--- config.mk ---
export PLATFORM = sky130hd
export DESIGN_NAME = rf_write_arbiter_flat
export DESIGN_NICKNAME = d
export VERILOG_FILES = /design/src/rtl/rf_write_arbiter_pkg.sv /design/src/rtl/rf_write_arbiter_if.sv /design/src/rtl/rf_write_arbiter_rr_arb2.sv /design/src/rtl/rf_write_arbiter.sv /design/src/flat_wrapper.sv
export SDC_FILE = /design/constraint.sdc
export NUM_CORES = 1
export LEC_CHECK = 0
export ABC_AREA = 1
export CORE_ASPECT_RATIO = 0.6
export CORE_MARGIN = 5
export CORE_UTILIZATION = 35
export CTS_CLUSTER_DIAMETER = 120
export CTS_CLUSTER_SIZE = 14
export DETAILED_ROUTE_END_ITERATION = 6
export PLACE_DENSITY = 0.76
export SLEW_MARGIN = 15
export SYNTH_ARGS = -nofsm -noshare
export SYNTH_HDL_FRONTEND = slang
export SYNTH_HIERARCHICAL = 1
export SYNTH_SLANG_ARGS = --single-unit
--- constraint.sdc ---
create_clock -name clk -period 2.26 [get_ports clk]
set_clock_uncertainty 0.2 [all_clocks]
set_input_delay 0.339 -clock clk [delete_from_list [all_inputs] [get_ports clk]]
set_output_delay 0.339 -clock clk [all_outputs]
set_load 0.05 [all_outputs]
--- src/rtl/rf_write_arbiter_pkg.sv ---
// Shared types and sizing for the register-file write-port arbiter.
// Every arbiter file imports this package.
package rf_pkg;

  localparam int DATA_WIDTH = 32;
  localparam int ADDR_WIDTH = 3;
  localparam int NUM_REGS   = 2 ** ADDR_WIDTH;

  typedef logic [ADDR_WIDTH-1:0] rf_addr_t;
  typedef logic [DATA_WIDTH-1:0] rf_data_t;

  typedef enum logic {
    LAST0 = 1'b0,
    LAST1 = 1'b1
  } rr_state_t;

  // Returns a one-hot register mask, with one bit set for the given address.
  function automatic logic [NUM_REGS-1:0] addr_onehot(input rf_addr_t addr);
    logic [NUM_REGS-1:0] mask;
    mask       = '0;
    mask[addr] = 1'b1;
    return mask;
  endfunction

endpackage

--- src/rtl/rf_write_arbiter_if.sv ---
// Groups the two requester handshakes, the hold control and the register-file
// write port into one bundle.
interface rf_write_arbiter_if
  import rf_pkg::*;
  ();

  logic                req0_valid;
  rf_addr_t            req0_addr;
  rf_data_t            req0_data;
  logic                req0_ready;
  logic                req1_valid;
  rf_addr_t            req1_addr;
  rf_data_t            req1_data;
  logic                req1_ready;
  logic                hold;
  logic                rf_reg_write;
  rf_addr_t            rf_write_reg;
  rf_data_t            rf_write_data;
  logic [NUM_REGS-1:0] pending;

  // The master side holds the requesters and the hold source.
  modport master (
    output req0_valid, req0_addr, req0_data,
    output req1_valid, req1_addr, req1_data,
    output hold,
    input  req0_ready, req1_ready,
    input  rf_reg_write, rf_write_reg, rf_write_data, pending
  );

  modport slave (
    input  req0_valid, req0_addr, req0_data,
    input  req1_valid, req1_addr, req1_data,
    input  hold,
    output req0_ready, req1_ready,
    output rf_reg_write, rf_write_reg, rf_write_data, pending
  );

endinterface

--- src/rtl/rf_write_arbiter_rr_arb2.sv ---
// Two-way round-robin arbiter. The single rr_last flop records the last winner.
// When both requesters are valid, the grant goes to the other one.
module rr_arb2
  import rf_pkg::*;
  (
  input  logic       clk,
  input  logic       reset,
  input  logic [1:0] valid,
  input  logic       advance,
  input  logic       hold,
  output logic [1:0] grant
);

  rr_state_t rr_last_q, rr_last_d;

  always_ff @(posedge clk or posedge reset) begin
    if (reset) begin
      rr_last_q <= LAST1;
    end else begin
      rr_last_q <= rr_last_d;
    end
  end

  // Grants are suppressed while reset is asserted, so ready never leaks out during reset.
  always_comb begin
    grant     = 2'b00;
    rr_last_d = rr_last_q;
    if (!reset && !hold) begin
      case (valid)
        2'b01:   grant = 2'b01;
        2'b10:   grant = 2'b10;
        2'b11:   grant = (rr_last_q == LAST1) ? 2'b01 : 2'b10;
        default: grant = 2'b00;
      endcase
    end
    if (advance && (grant != 2'b00)) begin
      rr_last_d = grant[1] ? LAST1 : LAST0;
    end
  end

endmodule

--- src/rtl/rf_write_arbiter.sv ---
// Shares the register file's single write port between two valid/ready requesters.
// The port is driven from a registered stage, one cycle after acceptance.
module rf_write_arbiter
  import rf_pkg::*;
  (
  input  logic                clk,
  input  logic                reset,
  rf_write_arbiter_if.slave   bus
);

  logic [1:0] valid;
  logic [1:0] grant;
  logic       advance;

  logic                reg_write_q, reg_write_d;
  rf_addr_t            write_reg_q, write_reg_d;
  rf_data_t            write_data_q, write_data_d;
  logic [NUM_REGS-1:0] pending_q, pending_d;

  assign valid   = {bus.req1_valid, bus.req0_valid};
  assign advance = |grant;

  rr_arb2 u_arb (
    .clk     (clk),
    .reset   (reset),
    .valid   (valid),
    .advance (advance),
    .hold    (bus.hold),
    .grant   (grant)
  );

  assign bus.req0_ready = grant[0];
  assign bus.req1_ready = grant[1];

  // Address and data keep their last values when idle. Only a granted requester's
  // fields are captured, so data on an invalid requester never reaches the port.
  always_comb begin
    reg_write_d  = 1'b0;
    write_reg_d  = write_reg_q;
    write_data_d = write_data_q;
    pending_d    = '0;
    if (grant[0]) begin
      reg_write_d  = 1'b1;
      write_reg_d  = bus.req0_addr;
      write_data_d = bus.req0_data;
    end else if (grant[1]) begin
      reg_write_d  = 1'b1;
      write_reg_d  = bus.req1_addr;
      write_data_d = bus.req1_data;
    end
    if (reg_write_d) begin
      pending_d = addr_onehot(write_reg_d);
    end
  end

  always_ff @(posedge clk or posedge reset) begin
    if (reset) begin
      reg_write_q  <= 1'b0;
      write_reg_q  <= '0;
      write_data_q <= '0;
      pending_q    <= '0;
    end else begin
      reg_write_q  <= reg_write_d;
      write_reg_q  <= write_reg_d;
      write_data_q <= write_data_d;
      pending_q    <= pending_d;
    end
  end

  assign bus.rf_reg_write  = reg_write_q;
  assign bus.rf_write_reg  = write_reg_q;
  assign bus.rf_write_data = write_data_q;
  assign bus.pending       = pending_q;

endmodule

--- src/flat_wrapper.sv ---
// flat-port wrapper written by rule: the top's interface ports become plain ports
module rf_write_arbiter_flat import rf_pkg::*;
  (clk, reset, bus_req0_valid, bus_req0_addr, bus_req0_data, bus_req1_valid, bus_req1_addr, bus_req1_data, bus_hold, bus_req0_ready, bus_req1_ready, bus_rf_reg_write, bus_rf_write_reg, bus_rf_write_data, bus_pending);
  rf_write_arbiter_if bus_i ();
  input  logic clk;
  input  logic reset;
  input wire logic [$bits(bus_i.req0_valid)-1:0] bus_req0_valid;
  input wire logic [$bits(bus_i.req0_addr)-1:0] bus_req0_addr;
  input wire logic [$bits(bus_i.req0_data)-1:0] bus_req0_data;
  input wire logic [$bits(bus_i.req1_valid)-1:0] bus_req1_valid;
  input wire logic [$bits(bus_i.req1_addr)-1:0] bus_req1_addr;
  input wire logic [$bits(bus_i.req1_data)-1:0] bus_req1_data;
  input wire logic [$bits(bus_i.hold)-1:0] bus_hold;
  output wire logic [$bits(bus_i.req0_ready)-1:0] bus_req0_ready;
  output wire logic [$bits(bus_i.req1_ready)-1:0] bus_req1_ready;
  output wire logic [$bits(bus_i.rf_reg_write)-1:0] bus_rf_reg_write;
  output wire logic [$bits(bus_i.rf_write_reg)-1:0] bus_rf_write_reg;
  output wire logic [$bits(bus_i.rf_write_data)-1:0] bus_rf_write_data;
  output wire logic [$bits(bus_i.pending)-1:0] bus_pending;
  assign bus_i.req0_valid = bus_req0_valid;
  assign bus_i.req0_addr = bus_req0_addr;
  assign bus_i.req0_data = bus_req0_data;
  assign bus_i.req1_valid = bus_req1_valid;
  assign bus_i.req1_addr = bus_req1_addr;
  assign bus_i.req1_data = bus_req1_data;
  assign bus_i.hold = bus_hold;
  assign bus_req0_ready = bus_i.req0_ready;
  assign bus_req1_ready = bus_i.req1_ready;
  assign bus_rf_reg_write = bus_i.rf_reg_write;
  assign bus_rf_write_reg = bus_i.rf_write_reg;
  assign bus_rf_write_data = bus_i.rf_write_data;
  assign bus_pending = bus_i.pending;
  rf_write_arbiter u_core (.clk(clk), .reset(reset), .bus(bus_i));
endmodule
# [After elaboration in Yosys (flattened, before gate mapping)]
# Index checks and enable logic that the tools add are counted.
[word_totals] ff_bits=45 elab_cells=29 inputBits=75 output_inout_bits=46
[classes] muxes=12 eq_ne=3 magnitude_cmp=2 reduce_logical=7
[ops] op="2-to-1 mux 32 bit" n=2
[ops] op="2-to-1 mux 8 bit" n=1
[ops] op="2-to-1 mux 3 bit" n=2
[ops] op="case mux 2 bit (3 select lines)" n=1
[ops] op="== test 2 bit, second input constant" n=2
[ops] op="< comparator 3 x 4 -> 1 bit, second input constant" n=1
[ops] op="2-to-1 mux 2 bit" n=2
[ops] op="demux 1 bit (select 3 bit)" n=1
[ops] op="greater-or-equal comparator 3 x 1 -> 1 bit, second input constant" n=1
[ops] op="logical AND 1 bit" n=3
[ops] op="2-to-1 mux 1 bit" n=3
[ops] op="== test 2 x 1 -> 1 bit, second input constant" n=1
[ops] op="logical NOT 1 bit" n=2
[ops] op="nonzero test 2 bit" n=1
[ops] op="OR reduction 2 bit" n=1

# [Depth between registers and ports, before layout]
# Gate-level depths: netlist (run 1).
[logic_depth] depth_word=10 depth_mapped=10 ltp_nobuf=9

# [Hierarchy]
# Netlist (run 1), hierarchy kept.
[by_module_without_submodules] mod="rf_write_arbiter" instances=1 cells_each=221 seq_area_each_um2=1101.1 area_per_inst_um2=1935.6
[by_module_without_submodules] mod="rr_arb2" instances=1 cells_each=12 seq_area_each_um2=26.3 area_per_inst_um2=86.3

# [Least setup slack after synthesis (run 1)]
# No wires, ideal clock.
[synth_timing] path_type="register to register" startpoint="reg u_core.u_arb.rr_last_q" endpoint="reg u_core.pending_q[0], in the netlist u_core/bus.pending[0]" path_slack_ns=-0.446 synth_period_minus_slack_ns=2.706 required_ns=1.989 path_buffers=1 arrival_time_ns=2.435 path_stages_with_launch=10 setup_ns=0.071 path_cell_list="dfstp_2 -> o21ai_0 -> nor3_1 -> buf_6 -> nor2_8 -> nand2_2 -> nand2_1 -> nor2_2 -> nand2_1 -> nor2_1"
[synth_via] elab_cells_between_ends=13 cone_classes="2 x order compare; 10 x mux; 1 x reduce/logical"
[synth_rtl] element="start, declared" line="rf_write_arbiter_rr_arb2.sv:14" source="rr_state_t rr_last_q, rr_last_d;"
[synth_rtl] element="start signal, assigned" line="rf_write_arbiter_rr_arb2.sv:20" source="rr_last_q <= rr_last_d;"
[synth_rtl] element="2-to-1 mux 2 bit (*)" line="rf_write_arbiter_rr_arb2.sv:32" source="2'b11: grant = (rr_last_q == LAST1) ? 2'b01 : 2'b10;"
[synth_rtl] element="case mux 2 bit (3 select lines) (*)" line="rf_write_arbiter_rr_arb2.sv:29" source="case (valid)"
[synth_rtl] element="2-to-1 mux 2 bit (*)" line="rf_write_arbiter_rr_arb2.sv:28" source="if (!reset && !hold) begin"
[synth_rtl] element="named net bus_req0_ready" line="flat_wrapper.sv:14" source="output wire logic [$bits(bus_i.req0_ready)-1:0] bus_req0_ready;"
[synth_rtl] element="2-to-1 mux 3 bit" line="rf_write_arbiter.sv:42" source="if (grant[0]) begin"
[synth_rtl] element="< comparator 3 x 4 -> 1 bit (not written as such) / greater-or-equal comparator 3 x 1 -> 1 bit (equally long branches)" line="rf_write_arbiter_pkg.sv:21" source="mask[addr] = 1'b1;"
[synth_rtl] element="logical AND 1 bit (not written as such)" line="rf_write_arbiter_pkg.sv:21"
[synth_rtl] element="2-to-1 mux 1 bit (not written as such)" line="rf_write_arbiter_pkg.sv:21"
[synth_rtl] element="demux 1 bit (select 3 bit)"
[synth_rtl] element="2-to-1 mux 8 bit (*)" line="rf_write_arbiter.sv:51" source="if (reg_write_d) begin"
[synth_rtl] element="named net u_core.pending_d[0]" line="rf_write_arbiter.sv:18" source="logic [NUM_REGS-1:0] pending_q, pending_d;"
[synth_rtl] element="end signal, assigned" line="rf_write_arbiter.sv:66" source="pending_q <= pending_d;"
[synth_rtl] element="end, declared" line="rf_write_arbiter.sv:18"
# The timed path passes the listed nets; every way through them passes the cells marked *.
# A chain may end at the register's enable or synchronous reset.

# [Final worst setup path (run 1)]
[layout_timing] startpoint="in reset" endpoint="out bus_req1_ready"
[layout_via] elab_chain_len=3
[layout_lines] element="start, declared" line="flat_wrapper.sv:6" source="input logic reset;"
[layout_lines] element="logical NOT 1 bit (no source line)"
[layout_lines] element="logical AND 1 bit" line="rf_write_arbiter_rr_arb2.sv:28"
[layout_lines] element="2-to-1 mux 2 bit" line="rf_write_arbiter_rr_arb2.sv:28"
[layout_lines] element="end, declared" line="flat_wrapper.sv:15" source="output wire logic [$bits(bus_i.req1_ready)-1:0] bus_req1_ready;"
# No other way between the ends.

==> results of run 1 <==
[critical path, stage by stage]
cell	delay, ns
sky130_fd_sc_hd__clkdlybuf4s50_1	0.53
sky130_fd_sc_hd__nor2_2	0.17
sky130_fd_sc_hd__and2_2	0.34
sky130_fd_sc_hd__buf_12	0.18
[routing by layer]
metal  wire length (um)  vias up  track usage, %
met5                  0        -               0
met4                 10        0            1.89
met3                855        2            7.16
met2               2670       97            26.8
met1               2840      929            25.8
li1                   -     1006               -
[worst max-delay path by stage]
| stage | end | depth (start not counted) | slack, ns |
|---|---|---|---|
| 6_report | bus_req1_ready | 4 | 0.16 |
| 3_3_place_gp | u_core/bus.pending[5] | 9 | 0.05 |
| 3_5_place_dp | u_core/bus.rf_write_data[31] | 9 | 0.02 |
| 5_1_grt | bus_req0_ready | 5 | 0.04 |
| 2_1_floorplan | u_core/bus.pending[0] | 9 | 0.04 |
| 4_1_cts | bus_req0_ready | 5 | 0.15 |
[area by class of cell]
| type | instances | area, sq um | area share, % |
|---|---|---|---|
| repair buffers | 130 | 1310 | 38.1 |
| multi-input cells | 165 | 783 | 22.8 |
| well taps | 80 | 100 | 2.91 |
| clock buffers | 6 | 72.6 | 2.11 |
| clock inverters | 2 | 10.0 | 0.291 |
| inverters | 9 | 36.3 | 1.06 |
| flip-flops and latches | 45 | 1130 | 32.8 |
[stage by stage]
stage	utilization (%)	hold WS, ns	power [mW]
final	61.4	0.286	2.78
after CTS	61.4	0.285	2.82
after global placement	60.0	0.264	2.33
after detailed placement	60.0	0.270	2.34
after floorplan	-	0.0287	1.81
after global routing	61.4	0.321	2.93
[kinds of logic (layout without fill, tap and decap cells)]
logic type,after synthesis,in the layout
flops,45,45
buf+inv,23,147
simple gates,161,161
compound gates,4,4
[cells in the final DEF, fill, tap and decap left out]
cell type,Yosys,final
sky130_fd_sc_hd__buf_12,0,3
sky130_fd_sc_hd__nor2_1,8,8
sky130_fd_sc_hd__inv_1,6,5
sky130_fd_sc_hd__clkdlybuf4s50_1,0,118
sky130_fd_sc_hd__nor3_4,0,1
sky130_fd_sc_hd__inv_4,1,1
sky130_fd_sc_hd__dfstp_2,1,1
sky130_fd_sc_hd__nand3_1,66,66
sky130_fd_sc_hd__a21oi_2,1,1
sky130_fd_sc_hd__nand2_2,3,3
sky130_fd_sc_hd__o211ai_1,1,1
sky130_fd_sc_hd__nand3_2,4,4
sky130_fd_sc_hd__and2_2,1,1
sky130_fd_sc_hd__clkinv_2,0,2
sky130_fd_sc_hd__nand2_1,75,75
sky130_fd_sc_hd__dfrtp_1,44,44
sky130_fd_sc_hd__nor2_2,2,2
sky130_fd_sc_hd__nor2_8,1,1
sky130_fd_sc_hd__buf_4,4,9
sky130_fd_sc_hd__o21ai_0,2,2
sky130_fd_sc_hd__inv_2,2,3
sky130_fd_sc_hd__clkbuf_8,0,5
sky130_fd_sc_hd__clkbuf_1,0,1
[where the power goes]
part,switching [mW],internal (mW),leakage [nW],total [mW]
Clock,0.254,0.215,0.0450,0.468
Sequential,0.0898,0.960,0.566,1.05
Combinational,0.803,0.463,0.920,1.27
==> reports/metrics.csv, run 1 <==
stage,metric,value,unit
detailed_routing,avgRoutedWirePerCell,14.6,um
cts,clock-sinks,45,
logic_synthesis,yosys.area_share.simple,36.9,%
detailed_routing,detail_route.drc_violations,0,
hold_path,number_of_cells_traversed_by_the_worst_hold_path,2,
cts,cts-htree-levels,2,
critical_path,worstSetupEndpointType,primary output,
detailed_routing,drtIter0Drc,110,
cells_and_area,antenna_cells_inserted,0,
timing,final-setup-viol-count,0,
logic_synthesis,postSynthRegisterBits,45,
global_routing,globalRouteTotalUtil,18.1,%
floorplan,chipWidth,108,um
run,max-cap-violations,0,
critical_path,startpoint_type,primary input,
place,place_ws,0.0191,ns
cells_and_area,largest_register_ff_count,32,
logic_synthesis,avgSynthCellArea,8.68,sq um
logic_synthesis,synth_edf_count,0,
critical_path,worst-setup-path-type,in2out,
logic_synthesis,syn-cell-area,2020,sq um
logic_synthesis,complex_gate_fraction_of_the_synthesized_area,1.30,%
logic_synthesis,syn-num-nets,308,
power,pwr_density_cell,810,nW/um^2
hold_path,min_from,u_core/bus.rf_write_data[27],
logic_synthesis,post_synth_xor_area_fraction,0,%
critical_path,crit_path_max_fanout,7,
timing,final_hold_violating_endpoints,0,
cells_and_area,post_route_cells_drive_above_1_share,10.4,%
global_routing,antenna_found_initial,0,
critical_path,worstPathArrival,1.56,ns
detailed_routing,vias,2034,
cells_and_area,syn_to_final_growth,70.0,%
logic_synthesis,synth_top_family_by_area,simple AND/OR/NAND/NOR gates,
hold_path,holdPathEnd,u_core/bus.rf_write_data[27],
critical_path,timing.critical_path.required,1.72,ns
critical_path,reg2reg_depth,7,
place,gp_congestion,0.877,
global_routing,global_route.overflow_total,0,
critical_path,reg2reg_from,u_core/u_arb/rr_last_q,
cells_and_area,final_cells,437,
floorplan,die_height,68.9,um
floorplan,die_area,7450,sq um
critical_path,r2r_setup_slack,0.35,ns
timing,max_slew_margin,63.8,%
logic_synthesis,post-synth-top-count-cell,sky130_fd_sc_hd__nand2_1,
timing,fmaxAchievable,0.476,GHz
detailed_routing,detail-route-antenna-nets,0,
cells_and_area,fill_cells,526,
logic_synthesis,synth_top_cell_by_area,sky130_fd_sc_hd__dfrtp_1,
logic_synthesis,synth_cells,233,
logic_synthesis,synth_fa_ha_area_share,0,%
logic_synthesis,netlist_top_cells_area,"sky130_fd_sc_hd__dfrtp_1, sky130_fd_sc_hd__nand3_1, sky130_fd_sc_hd__nand2_1",
critical_path,worstSetupStartpoint,reset,
logic_synthesis,synth_largest_type_area_fraction,54.5,%
timing,final.setup.worst_slack,0.158,ns
cts,quantity_of_hold_fixing_buffers_added_after_cts,0,
floorplan,core_box_area,5600,sq um
logic_synthesis,synth_async_sr_flop_share,100,%
floorplan,initial_utilization,36.1,%
cts,clk-insertion-delay-late,0.28,ns
floorplan,placementRows,21,
cts,clock_tree_from_tritoncts,yes,
place,dp_cells,429,
logic_synthesis,synth-seq-area-share,55.8,%
timing,final-max-slew-violation-count,0,
timing,max_slew.worst_pin.slew,0.541,ns
detailed_routing,drt_pre_antenna_iters,4,
cts,cts_buffer_depth,2,
power,p_leak,1.53,nW
cts,clkSlewWorstSetupHoldPaths,0.08,ns
place,numPortBuffers,120,
detailed_routing,vias_per_cell,4.65,
hold_path,type_of_the_most_critical_hold_path,reg2reg,
cts,post_cts.repair.setup_buffers,0,
logic_synthesis,mux_contribution_to_synthesized_area,0,%
global_routing,grt_first_pass_wirelength,10.6,mm
cts,post_cts_resize_count,0,
detailed_routing,route.final.wire_length,6.38,mm
global_routing,number_of_global_route_vias_before_repair,2077,
logic_synthesis,yosys-top-cells-count,"sky130_fd_sc_hd__nand2_1, sky130_fd_sc_hd__nand3_1, sky130_fd_sc_hd__dfrtp_1",
logic_synthesis,synth.lib_cells_used.distinct,20,
cts,root_buffer,sky130_fd_sc_hd__clkbuf_8,
power,power.ir.vdd_worst,0.000305,V
run_status,run_status,"complete, no violations",
cts,number_of_buffers_created_by_cts,5,
place,dpl-instance-area,3360,sq um
critical_path,timing.rr.end,u_core/bus.pending[5],
cells_and_area,area_of_all_placed_cells_without_fillers,3440,sq um
floorplan,ioPinCount,121,
timing,layout_worst_path_cycle_share,93.0,%
timing,fin_tns_setup,0,ns
place,dp_hpwl,4.94,mm
logic_synthesis,synth_flop_cell,sky130_fd_sc_hd__dfrtp_1,
global_routing,grt_start_max_net_pins,23,
timing,period_needed,2.10,ns
logic_synthesis,ys_warn_count,6,
timing,rsz0062_at_grt,false,
cells_and_area,finalNetCount,431,
(Power assumes the default switching activity.)
==> run 2: changes to the inputs <==
- CORE_ASPECT_RATIO: 0.6 -> 1.2
- SLEW_MARGIN: 15 -> 25
==> run 2 against run 1 <==
  * Die area is 0.59% lower
  * Power is 2.6% higher
  * Non-clock buffer count increased by 4
  * Combinational power is essentially flat
  * Clock power grew 16%
  * Register-to-register slack better by 0.10 ns
  * Worst setup slack better by 0.026 ns
  * Largest cell class unchanged
  * Critical path type unchanged
==> reports/metrics.csv, run 2 (synthesis gave the netlist of run 1 again) <==
stage,metric,value,unit,change
run_status,run_status,"complete, no violations",,
cells_and_area,finalNetCount,435,,+0.93%
critical_path,worstPathArrival,1.54,ns,-0.02 ns
cts,post_cts_resize_count,0,,unchanged
timing,max_slew.worst_pin.slew,0.536,ns,-0.00469 ns
power,p_leak,1.57,nW,+2.6%
critical_path,timing.rr.end,u_core/bus.pending[1],,
timing,final_hold_violating_endpoints,0,,unchanged
cells_and_area,syn_to_final_growth,72.7,%,
floorplan,core_box_area,5630,sq um,+0.60%
floorplan,placementRows,30,,+43%
power,pwr-share-comb,44.7,%,-0.8 points
floorplan,die_height,93.3,um,+35%
critical_path,timing.critical_path.required,1.72,ns,about the same
floorplan,die_area,7400,sq um,-0.59%
power,power.ir.vdd_worst,0.000497,V,+63%
cts,number_of_buffers_created_by_cts,5,,unchanged
place,place_ws,0.0321,ns,+0.0131 ns
cts,cts-htree-levels,2,,unchanged
timing,final-max-slew-violation-count,0,,unchanged
timing,rsz0062_at_grt,false,,
cts,root_buffer,sky130_fd_sc_hd__clkbuf_8,,
detailed_routing,avgRoutedWirePerCell,14.8,um,+1.6%
detailed_routing,drt_pre_antenna_iters,4,,unchanged
place,numPortBuffers,120,,unchanged
timing,fmaxAchievable,0.482,GHz,+1.3%
detailed_routing,detail_route.drc_violations,0,,unchanged
power,pwr_density_cell,818,nW/um^2,+1.0%
global_routing,globalRouteTotalUtil,17.1,%,-1.0 points
timing,max_slew_margin,64.1,%,+0.31 points
floorplan,ioPinCount,121,,unchanged
cts,clk-insertion-delay-late,0.29,ns,about the same
power,power.net_switching,1.15,mW,+0.22%
cells_and_area,finish.utilization,62.0,%,+0.59 points
cells_and_area,leading_cell_types_in_the_layout_fill_and_taps_excluded,"sky130_fd_sc_hd__clkdlybuf4s50_1, sky130_fd_sc_hd__nand2_1, sky130_fd_sc_hd__nand3_1",,
critical_path,reg2reg_from,u_core/u_arb/rr_last_q,,
timing,final-setup-viol-count,0,,unchanged
cts,clkSlewWorstSetupHoldPaths,0.08,ns,about the same
timing,fin_tns_setup,0,ns,unchanged
critical_path,worstSetupEndpointType,primary output,,
global_routing,global_route.overflow_total,0,,unchanged
cts,post_cts.repair.setup_buffers,0,,unchanged
timing,period_needed,2.08,ns,-0.0264 ns
global_routing,number_of_global_route_vias_before_repair,2050,,-1.3%
hold_path,number_of_cells_traversed_by_the_worst_hold_path,2,,unchanged
detailed_routing,detail-route-antenna-nets,0,,unchanged
timing,final.setup.worst_slack,0.184,ns,+0.0264 ns
cts,clock-sinks,45,,unchanged
global_routing,grt_start_max_net_pins,23,,unchanged
global_routing,grt_first_pass_wirelength,9.96,mm,-5.7%
hold_path,type_of_the_most_critical_hold_path,reg2reg,,
power,share_seq_of_total_power,36.4,%,-1.3 points
place,gp_congestion,0.740,,-16%
hold_path,min_from,u_core/u_arb/rr_last_q,,
cts,quantity_of_hold_fixing_buffers_added_after_cts,0,,unchanged
cells_and_area,post_route_cells_drive_above_1_share,11.6,%,+1.3 points
cells_and_area,fill_cells,481,,-8.6%
critical_path,worst-setup-path-type,in2out,,
detailed_routing,vias_per_cell,4.75,,+2.1%
power,cellInternalPower,1.71,mW,+4.3%
power,switching_power_as_a_share_of_total_power,40.2,%,-0.96 points
power,clock_power_share,18.9,%,+2.1 points
detailed_routing,drtIter0Drc,74,,-33%
cells_and_area,antenna_cells_inserted,0,,unchanged
run,max-cap-violations,0,,unchanged
critical_path,reg2reg_depth,9,,+2
cells_and_area,largest_register_ff_count,32,,unchanged
floorplan,initial_utilization,35.9,%,-0.22 points
cells_and_area,layout_commonest_cell,sky130_fd_sc_hd__clkdlybuf4s50_1,,
place,dp_hpwl,4.87,mm,-1.4%
critical_path,r2r_setup_slack,0.45,ns,+0.10 ns
detailed_routing,vias,2020,,-0.69%
hold_path,holdPathEnd,u_core/u_arb/rr_last_q,,
critical_path,worstSetupStartpoint,bus_req1_valid,,
cts,cts_buffer_depth,2,,unchanged
detailed_routing,route.final.wire_length,6.30,mm,-1.2%
global_routing,antenna_found_initial,0,,unchanged
floorplan,chipWidth,79.4,um,-27%
cts,clock_tree_from_tritoncts,yes,,
timing,layout_worst_path_cycle_share,91.9,%,-1.2 points
critical_path,crit_path_max_fanout,4,,-3
critical_path,startpoint_type,primary input,,
-- run 2: power by group through the flow --
| stage | registers (mW) | logic (mW) | clock network [mW] |
|---|---|---|---|
| 6_report | 1.04 | 1.28 | 0.541 |
| 5_1_grt | 1.06 | 1.34 | 0.584 |
| 4_1_cts | 1.04 | 1.29 | 0.561 |
| 3_5_place_dp | 1.06 | 1.29 | 0 |
| 3_3_place_gp | 1.05 | 1.27 | 0 |
| 2_1_floorplan | 1.58 | 0.233 | 0 |
-- run 2: how the worst max path moves through the flow --
stage	end	slack, ns	cells after the start
final	bus_req0_ready	0.18	6
after global routing	bus_req1_ready	0.13	6
after CTS	bus_req0_ready	0.18	6
after detailed placement	u_core/bus.rf_write_data[4]	0.03	9
after global placement	u_core/bus.rf_write_data[6]	0.09	9
after floorplan	u_core/bus.pending[0]	0.04	9
-- run 2: critical path, cell delays in order --
cell and delay [ns]:
sky130_fd_sc_hd__clkdlybuf4s50_1 0.48, sky130_fd_sc_hd__inv_1 0.06, sky130_fd_sc_hd__o21ai_0 0.29, sky130_fd_sc_hd__nor3_4 0.05, sky130_fd_sc_hd__buf_4 0.17, sky130_fd_sc_hd__buf_12 0.15
-- run 2: area by class of cell --
cell class / instances / area (sq um) / area share [%]
multi-input cells: 165 / 783 / 22.4
repair buffers: 134 / 1360 / 39.1
well taps: 64 / 80.1 / 2.29
clock buffers: 7 / 96.3 / 2.76
flip-flops and latches: 45 / 1130 / 32.3
inverters: 9 / 36.3 / 1.04
clock inverters: 1 / 5.00 / 0.143
-- run 2: routing by layer --
layer | share of wire (%) | global-route usage (%)
met1 | 41 | 20.5
met5 | 0 | 0
met3 | 6.2 | 4.82
met2 | 52 | 29.7
met4 | 1.4 | 4.73
-- run 2: metrics by stage --
step	power (mW)	hold slack, ns	std cells	area [sq um]
4_1_cts	2.89	0.282	425	3490
2_1_floorplan	1.81	0.0287	233	2030
3_3_place_gp	2.32	0.264	417	3390
3_5_place_dp	2.34	0.268	417	3390
5_1_grt	2.99	0.301	425	3490
6_report	2.86	0.282	425	3490
